$ cat src/rtl/sersub_pkg.sv
// sersub_pkg: shared state encoding and default width for the bit-serial subtractor
package sersub_pkg;
  typedef enum logic [1:0] {IDLE, SHIFT, DONE} sersub_state_t;
  localparam int SERSUB_DEFAULT_WIDTH = 8;
endpackage

$ cat src/rtl/full_subtractor_cell.sv
// full_subtractor_cell: combinational 1-bit borrow cell, d = ai - bi - bin, bout = borrow out
//   ai, bi : operand bits
//   bin    : borrow in
//   d      : difference bit
//   bout   : borrow out
module full_subtractor_cell (
  input  logic ai,
  input  logic bi,
  input  logic bin,
  output logic d,
  output logic bout
);
  assign d    = ai ^ bi ^ bin;
  assign bout = (~ai & bi) | (~(ai ^ bi) & bin);
endmodule

$ cat src/rtl/serial_subtractor.sv
// serial_subtractor: bit-serial A - B, LSB first, one bit per clock under start/done handshake
//   clk, rst      : clock, asynchronous active-high reset
//   start         : request, sampled only in IDLE; a/b captured on acceptance
//   busy          : high while bits are being processed
//   done          : one-cycle pulse when diff/borrow/zero (and ovf) are updated
//   diff          : A - B mod 2^WIDTH, held until the next completion
//   borrow        : 1 iff A < B unsigned
//   zero          : diff == 0
//   ovf           : signed overflow, present only when SERSUB_OVF_EN is defined
module serial_subtractor
  import sersub_pkg::*;
#(
  parameter int WIDTH = SERSUB_DEFAULT_WIDTH
) (
  input  logic             clk,
  input  logic             rst,
  input  logic             start,
  input  logic [WIDTH-1:0] a,
  input  logic [WIDTH-1:0] b,
  output logic             busy,
  output logic             done,
  output logic [WIDTH-1:0] diff,
  output logic             borrow,
  output logic             zero
`ifdef SERSUB_OVF_EN
  ,
  output logic             ovf
`endif
);
  localparam int CW = $clog2(WIDTH + 1);
  sersub_state_t    state_q, state_d;
  logic [WIDTH-1:0] a_q, a_d, b_q, b_d, diff_q, diff_d;
  logic [CW-1:0]    cnt_q, cnt_d;
  logic             bor_q, bor_d, borrow_q, borrow_d, zero_q, zero_d;
  logic             d, bo, last;
  full_subtractor_cell u_cell (
    .ai  (a_q[0]),
    .bi  (b_q[0]),
    .bin (bor_q),
    .d   (d),
    .bout(bo)
  );
  assign last = cnt_q == CW'(WIDTH - 1);
`ifdef SERSUB_OVF_EN
  logic am_q, am_d, bm_q, bm_d, ovf_q, ovf_d;
`endif
  // a_q doubles as the result register: each difference bit enters at the MSB
  // as the consumed minuend bit leaves at the LSB, so after WIDTH shifts it holds the result.
  always_comb begin
    state_d  = state_q;
    a_d      = a_q;
    b_d      = b_q;
    cnt_d    = cnt_q;
    bor_d    = bor_q;
    diff_d   = diff_q;
    borrow_d = borrow_q;
    zero_d   = zero_q;
`ifdef SERSUB_OVF_EN
    am_d     = am_q;
    bm_d     = bm_q;
    ovf_d    = ovf_q;
`endif
    if (state_q == IDLE && start) begin
      state_d = SHIFT;
      a_d     = a;
      b_d     = b;
      bor_d   = 1'b0;
      cnt_d   = '0;
`ifdef SERSUB_OVF_EN
      am_d    = a[WIDTH-1];
      bm_d    = b[WIDTH-1];
`endif
    end else if (state_q == SHIFT) begin
      a_d   = {d, a_q[WIDTH-1:1]};
      b_d   = b_q >> 1;
      bor_d = bo;
      cnt_d = cnt_q + CW'(1);
      if (last) begin
        state_d  = DONE;
        diff_d   = a_d;
        borrow_d = bo;
        zero_d   = a_d == '0;
`ifdef SERSUB_OVF_EN
        ovf_d    = (am_q != bm_q) && (d != am_q);
`endif
      end
    end else if (state_q == DONE) begin
      state_d = IDLE;
    end
  end
  always_ff @(posedge clk or posedge rst) begin
    if (rst) begin
      state_q  <= IDLE;
      a_q      <= '0;
      b_q      <= '0;
      cnt_q    <= '0;
      bor_q    <= 1'b0;
      diff_q   <= '0;
      borrow_q <= 1'b0;
      zero_q   <= 1'b0;
    end else begin
      state_q  <= state_d;
      a_q      <= a_d;
      b_q      <= b_d;
      cnt_q    <= cnt_d;
      bor_q    <= bor_d;
      diff_q   <= diff_d;
      borrow_q <= borrow_d;
      zero_q   <= zero_d;
    end
  end
`ifdef SERSUB_OVF_EN
  always_ff @(posedge clk or posedge rst) begin
    if (rst) begin
      am_q  <= 1'b0;
      bm_q  <= 1'b0;
      ovf_q <= 1'b0;
    end else begin
      am_q  <= am_d;
      bm_q  <= bm_d;
      ovf_q <= ovf_d;
    end
  end
  assign ovf = ovf_q;
`endif
  assign busy   = state_q == SHIFT;
  assign done   = state_q == DONE;
  assign diff   = diff_q;
  assign borrow = borrow_q;
  assign zero   = zero_q;
endmodule

$ cat config.mk
export PLATFORM = sky130hd
export DESIGN_NAME = serial_subtractor
export DESIGN_NICKNAME = d
export VERILOG_FILES = /design/src/rtl/sersub_pkg.sv /design/src/rtl/full_subtractor_cell.sv /design/src/rtl/serial_subtractor.sv
export SDC_FILE = /design/constraint.sdc
export NUM_CORES = 1
export LEC_CHECK = 0
export BUFFER_PORTS_ARGS = -buffer_cell sky130_fd_sc_hd__buf_2
export CORE_ASPECT_RATIO = 1.1
export CORE_MARGIN = 8
export CORE_UTILIZATION = 48
export DETAILED_ROUTE_END_ITERATION = 6
export PLACE_DENSITY = 0.74
export SLEW_MARGIN = 25
export SYNTH_ARGS = -nofsm -noshare
export SYNTH_HDL_FRONTEND = slang
export SYNTH_SLANG_ARGS = --single-unit
$ cat constraint.sdc
create_clock -name clk -period 1.47 [get_ports clk]
set_input_delay 0.147 -clock clk [delete_from_list [all_inputs] [get_ports clk]]
set_output_delay 0.147 -clock clk [all_outputs]
set_load 0.02 [all_outputs]
==> results of run 1 <==
placed cells by master, fill, tap and decap left out, types with 2 or more instances in the layout:
cell type       n
ha_1            3
xor2_1          2
clkbuf_1        3
dfrtp_1        32
clkbuf_4        5
buf_2          30
mux2_4          6
nand2_1        21
nor2_1          7
mux2i_1        16
nor4_1          2
inv_1           6
dlygate4sd3_1   2
mux2_2          2
o21ai_0        17
buf_4           4
sequential cells by signal, indices dropped and copies added (netlist names):
name / cells
zero: 1
a_q: 8
state_q: 2
bor_q: 1
diff: 8
borrow: 1
b_q: 8
cnt_q: 4
worst register-to-register path, cell delays in order (launching register included):
cell and delay, ns:
dfrtp_1 0.41, inv_1 0.13, ha_4 0.21, nand4b_4 0.20, mux2_4 0.35
how the worst min path moves through the flow:
stage | from | endpoint | slack (ns) | depth (start not counted)
after floorplan | a[0] | a_q[0] | 0.26 | 2
after global placement | rst | b_q[5] | 0.25 | 3
after detailed placement | rst | b_q[5] | 0.26 | 3
after CTS | a[3] | a_q[3] | 0.0003 | 3
after global routing | b[6] | b_q[6] | 0.02 | 3
final | a[4] | a_q[4] | 0.01 | 3
routing by layer:
metal	vias up	track usage (%)	share of wire, %
met5	-	0	0
met4	0	7.37	2.4
met3	8	5.08	7.1
met2	32	21.5	49
met1	540	12.4	41
li1	541	-	-
timing repair:
item	4_1_cts	5_1_grt
hold endpoints to repair	34	0
gates resized for setup	0	3
pin swaps	1	0
hold buffers	2	0
gates cloned	0	1
setup endpoints to repair	1	18
setup buffers	0	2
power groups by stage:
stage / Combinational [W] / Clock (W) / Sequential [W]
after floorplan: 0.00120 / 0 / 0.00162
after global placement: 0.00159 / 0 / 0.00158
after detailed placement: 0.00165 / 0 / 0.00160
after CTS: 0.00166 / 0.000494 / 0.00158
after global routing: 0.00192 / 0.000521 / 0.00163
final: 0.00171 / 0.000474 / 0.00158
logic make-up after synthesis:
group,Yosys count
xor+xnor,3
buf+inv,14
fa+ha+maj,5
mux,24
simple gates,36
flops,33
compound gates,21
layout make-up:
class	instances	share of cell area (%)
clock buffer	8	2.63
sequential	33	44.6
inverter	6	1.21
tap	34	2.29
multi-input combinational	90	36.8
timing repair buffer	38	12.5
stage by stage:
stage | area (um2) | hold WS, ns | power [W] | TNS (ns)
2_1_floorplan | 1560 | 0.264 | 0.00282 | 0
3_3_place_gp | 1750 | 0.246 | 0.00316 | 0
3_5_place_dp | 1750 | 0.262 | 0.00325 | -0.0179
4_1_cts | 1820 | 0.000348 | 0.00374 | 0
5_1_grt | 1850 | 0.0204 | 0.00407 | 0
6_report | 1850 | 0.0146 | 0.00376 | 0
==> impl_metrics.env, run 1 <==
export IMPL_cts_buffers=5
export IMPL_pre_cts_slack_ns=-0.0179
export IMPL_p_switching_w=0.00146
export IMPL_cp_data_arrival_time_ns=1.25
export IMPL_synthCells=136
export IMPL_synth_compound_area_share_pct=7.26
export IMPL_power_share_sequential_pct=42.1
export IMPL_ant_nets=0
export IMPL_ioPinCount=31
export IMPL_synth_common_cells="dfrtp_1 (33), nand2_1 (21), o21ai_0 (18), mux2i_1 (16), nor2_1 (7)"
export IMPL_netlist_area_um2=1550
export IMPL_place_congestion=0.718
export IMPL_synth_area_per_cell_um2=11.4
export IMPL_vias_per_cell=5.36
export IMPL_cts_max_level=2
export IMPL_max_stage_delay_ns=0.41
export IMPL_regToRegSetupSlack_ns=0.08
export IMPL_synth_mux_area_share_pct=17.6
export IMPL_syn2layout_area_growth_pct=19.5
export IMPL_finalCriticalPeriod_ns=1.40
export IMPL_cp_cell_sequence="inv_1, ha_4, buf_2"
export IMPL_synth_flop_cell="dfrtp_1"
export IMPL_synthSimpleGateAreaFrac_pct=11.1
export IMPL_antenna_found_initial=0
export IMPL_start_kind="flip-flop"
export IMPL_fp_dieH_um=75.6
export IMPL_root_buffer="clkbuf_4"
export IMPL_rows=21
export IMPL_critical_path_startpoint="state_q[1]"
export IMPL_dieArea_um2=5310
export IMPL_grt_pass1_vias=1210
export IMPL_synth_xor_area_share_pct=1.69
export IMPL_yosysWarnings=0
export IMPL_synth_edf_count=0
export IMPL_yosys_register_bits=33
export IMPL_status="completed"
export IMPL_path_depth=3
export IMPL_synth_cell_types=25
export IMPL_drv_cap=0
export IMPL_p_comb_share_pct=45.4
export IMPL_max_freq_ghz=0.716
export IMPL_worst_pin_slew_ns=0.406
export IMPL_grt_first_pass_wirelength_um=5220
export IMPL_dr_pass1_iters=4
export IMPL_synth_most_common_cell="dfrtp_1"
export IMPL_place_inst=196
export IMPL_clk_pin_slew_ns=0.09
export IMPL_rsz0062_at_grt="no"
export IMPL_maxSlewHeadroom_pct=72.9
export IMPL_hpwl_um=2120
export IMPL_drive_gt1_share_pct=30.3
export IMPL_n_fill_cell=271
export IMPL_hold_viol_final=0
export IMPL_clock_sinks=33
export IMPL_syn_nets=160
export IMPL_fin_util_pct=60.3
export IMPL_clk_path_buf_depth=2
export IMPL_grtUsageTotal_pct=12.3
export IMPL_cpMaxStageDelayCell="dfrtp_1"
export IMPL_wl_um=3050
export IMPL_finalCritPeriodShare_pct=94.9
export IMPL_grt_ovfl_total=0
export IMPL_fin_cells=209
export IMPL_cp_endpoint="busy"
export IMPL_multi_input_area_um2=682
export IMPL_path_max_fanout=6
export IMPL_cts_tree="built"
export IMPL_core_um2=3070
export IMPL_netlist_area_leader_share_pct=53.2
export IMPL_reg2reg_depth=4
export IMPL_async_reset_ff_share_pct=100
export IMPL_seq_area_um2=827
export IMPL_start_util_pct=50.5
export IMPL_p_per_area_nw_per_um2=2030
export IMPL_min_path_type="primary input to flip-flop"
export IMPL_clock_latency_ns=0.33
export IMPL_skew_ns=0.00330
export IMPL_drt_iter0_markers=35
export IMPL_synth_top_family_by_area="multiplexers"
export IMPL_n_antenna_cell=0
export IMPL_p_leak_nw=0.930
export IMPL_p_int_w=0.00230
export IMPL_synth_fa_ha_area_share_pct=4.52
export IMPL_path_buf_inv=2
export IMPL_grt_max_degree=34
export IMPL_ir_worst_vdd_uv=1500
export IMPL_synth_area_top_cells="dfrtp_1 (53%), mux2i_1 (10%), o21ai_0 (5.8%)"
export IMPL_numPortBuffers=30
export IMPL_vias=1121
export IMPL_end_kind="output port"
export IMPL_yosys_area_top_type="dfrtp_1"
export IMPL_r2r_end="diff[0]"
export IMPL_cp_top_family="flip-flops"
export IMPL_final_nets=198
export IMPL_setup_ws_ns=0.0743
export IMPL_finalMaxSlewViolations=0
export IMPL_clkPwrFrac_pct=12.6
export IMPL_drc=0
export IMPL_worstSetupPathType="flip-flop to output port"
export IMPL_setup_viol=0
export IMPL_drt_wirelength_per_cell_um=14.6
export IMPL_die_w_um=70.2
export IMPL_required_ns=1.32
export IMPL_swShare_pct=38.9
export IMPL_ys_seq_area_share_pct=53.2
export IMPL_crit_reg2reg_launch="state_q[1]"
Power figures use the tool's default switching activity.
==> run 2: changes to the inputs <==
Settings changed: CORE_MARGIN 8 to 2.
==> run 2 against run 1 <==
  * Maximum frequency shrank 2.7%
  * Cell count stayed put
  * Cell area grew 2.5%
==> impl_metrics.env, run 2 (same netlist as run 1, synthesis figures left out) <==
export IMPL_rsz0062_at_grt="yes"
export IMPL_fin_cells=209
export IMPL_final_common_cell="dfrtp_1"
export IMPL_p_switching_w=0.00149
export IMPL_skew_ns=0.0129
export IMPL_finalMaxSlewViolations=0
export IMPL_vias_per_cell=5.20
export IMPL_drv_cap=0
export IMPL_antenna_found_initial=0
export IMPL_final_cell_mix="dfrtp_1 (32), buf_2 (30), nand2_1 (21), o21ai_0 (17), mux2i_1 (16)"
export IMPL_crit_reg2reg_launch="bor_q"
export IMPL_setup_viol=0
export IMPL_drive_gt1_share_pct=35.4
export IMPL_clk_pin_slew_ns=0.10
export IMPL_cts_tree="built"
export IMPL_drt_met1_wl_um=1170
export IMPL_grt_max_degree=34
export IMPL_drt_wirelength_per_cell_um=13.5
export IMPL_cts_max_level=2
export IMPL_rows=21
export IMPL_numPortBuffers=30
export IMPL_wl_met3_um=150
export IMPL_wl_um=2830
export IMPL_required_ns=1.74
export IMPL_drt_iter0_markers=22
export IMPL_p_per_area_nw_per_um2=2120
export IMPL_start_kind="flip-flop"
export IMPL_clkPwrFrac_pct=17.4
export IMPL_path_max_fanout=3
export IMPL_grt_first_pass_wirelength_um=4800
export IMPL_cp_data_arrival_time_ns=1.70
export IMPL_status="completed"
export IMPL_cts_buffers=5
export IMPL_grt_pass1_vias=1085
export IMPL_root_buffer="clkbuf_4"
export IMPL_wl_met2_um=1460
export IMPL_topRoutingLayerUsed="met4"
export IMPL_grtUsageTotal_pct=17.2
export IMPL_worstHoldStart="b[6]"
export IMPL_die_w_um=58.2
export IMPL_ir_worst_vdd_uv=1580
export IMPL_finalCritPeriodShare_pct=97.6
export IMPL_dr_pass1_iters=4
export IMPL_p_comb_share_pct=43.2
export IMPL_finish_instance_area_um2=1900
export IMPL_dpl_cell_area_um2=1760
export IMPL_hpwl_um=2010
export IMPL_place_inst=197
export IMPL_finalCriticalPeriod_ns=1.43
export IMPL_ant_nets=0
export IMPL_fp_dieH_um=63.6
export IMPL_min_to="b_q[6]"
export IMPL_r2r_end="zero"
export IMPL_dieArea_um2=3700
export IMPL_n_antenna_cell=0
export IMPL_swShare_pct=37.0
export IMPL_end_kind="flip-flop"
export IMPL_clk_path_buf_depth=2
export IMPL_hold_depth=3
export IMPL_regToRegSetupSlack_ns=0.04
export IMPL_min_path_type="primary input to flip-flop"
export IMPL_vias=1086
export IMPL_grt_ovfl_total=0
export IMPL_p_int_w=0.00254
export IMPL_drc=0
export IMPL_ioPinCount=31
export IMPL_worst_pin_slew_ns=0.398
export IMPL_worstSetupPathType="flip-flop to flip-flop"
export IMPL_power_share_sequential_pct=39.5
export IMPL_final_nets=198
export IMPL_multi_input_area_um2=691
export IMPL_p_leak_nw=0.947
export IMPL_maxSlewHeadroom_pct=73.5
export IMPL_place_congestion=0.739
export IMPL_start_util_pct=50.5
export IMPL_clock_sinks=33
export IMPL_max_freq_ghz=0.697
export IMPL_reg2reg_depth=5
export IMPL_hold_viol_final=0
export IMPL_clock_latency_ns=0.34
export IMPL_syn2layout_area_growth_pct=22.5
export IMPL_seq_area_um2=827
export IMPL_n_fill_cell=259
export IMPL_core_um2=3070
[run 2: cell type report]
type | instances | area share, %
Inverter | 6 | 1.18
Clock inverter | 1 | 1.58
Tap cell | 34 | 2.24
Multi-Input combinational cell | 90 | 36.3
Sequential cell | 33 | 43.5
Timing Repair Buffer | 38 | 12.2
Clock buffer | 7 | 2.90
[run 2: worst max-delay path, stage by stage (launching register included)]
cell and delay [ns]:
dfrtp_1 0.37, inv_2 0.05, fa_1 0.51, nor4_1 0.24, nand2_1 0.08, o21ai_1 0.12
[run 2: how the worst max path moves through the flow]
stage | startpoint | endpoint | depth (start not counted)
6_report | bor_q | zero | 5
4_1_cts | state_q[1] | diff[6] | 4
2_1_floorplan | state_q[1] | diff[0] | 6
3_3_place_gp | b_q[0] | zero | 5
5_1_grt | bor_q | zero | 5
3_5_place_dp | b_q[0] | zero | 5
[run 2: power by group through the flow]
stage                     clock network (W)  registers, W  logic [W]
after global placement                    0       0.00157    0.00157
after CTS                          0.000711       0.00158    0.00167
final                              0.000700       0.00159    0.00174
after floorplan                           0       0.00162    0.00120
after global routing               0.000758       0.00164    0.00196
after detailed placement                  0       0.00160    0.00165
[run 2: per-layer routing]
layer  GRT usage [%]  vias up
met3            6.37        6
met4            6.98        0
met1            19.8      515
li1                -      535
met5               0        -
met2            28.6       30
[run 2: stage by stage]
step | TNS [ns] | worst slack (ns) | util [%] | hold WS [ns] | total power [W]
after global placement | 0 | 0.0463 | 57.2 | 0.246 | 0.00315
after detailed placement | -0.000690 | -0.000690 | 57.2 | 0.254 | 0.00325
after floorplan | 0 | 0.00288 | - | 0.264 | 0.00282
after CTS | 0 | 0.0137 | 60.3 | 0.000736 | 0.00396
after global routing | -0.0265 | -0.0265 | 61.8 | 0.000938 | 0.00436
final | 0 | 0.0357 | 61.8 | 0.0122 | 0.00403
[run 2: repair_timing]
item,in CTS,in global routing
hold endpoints to repair,33,0
hold buffers,1,0
resized for setup,0,10
buffers inserted,0,2
cloned,0,1
pin swaps,1,2
setup endpoints to repair,1,20
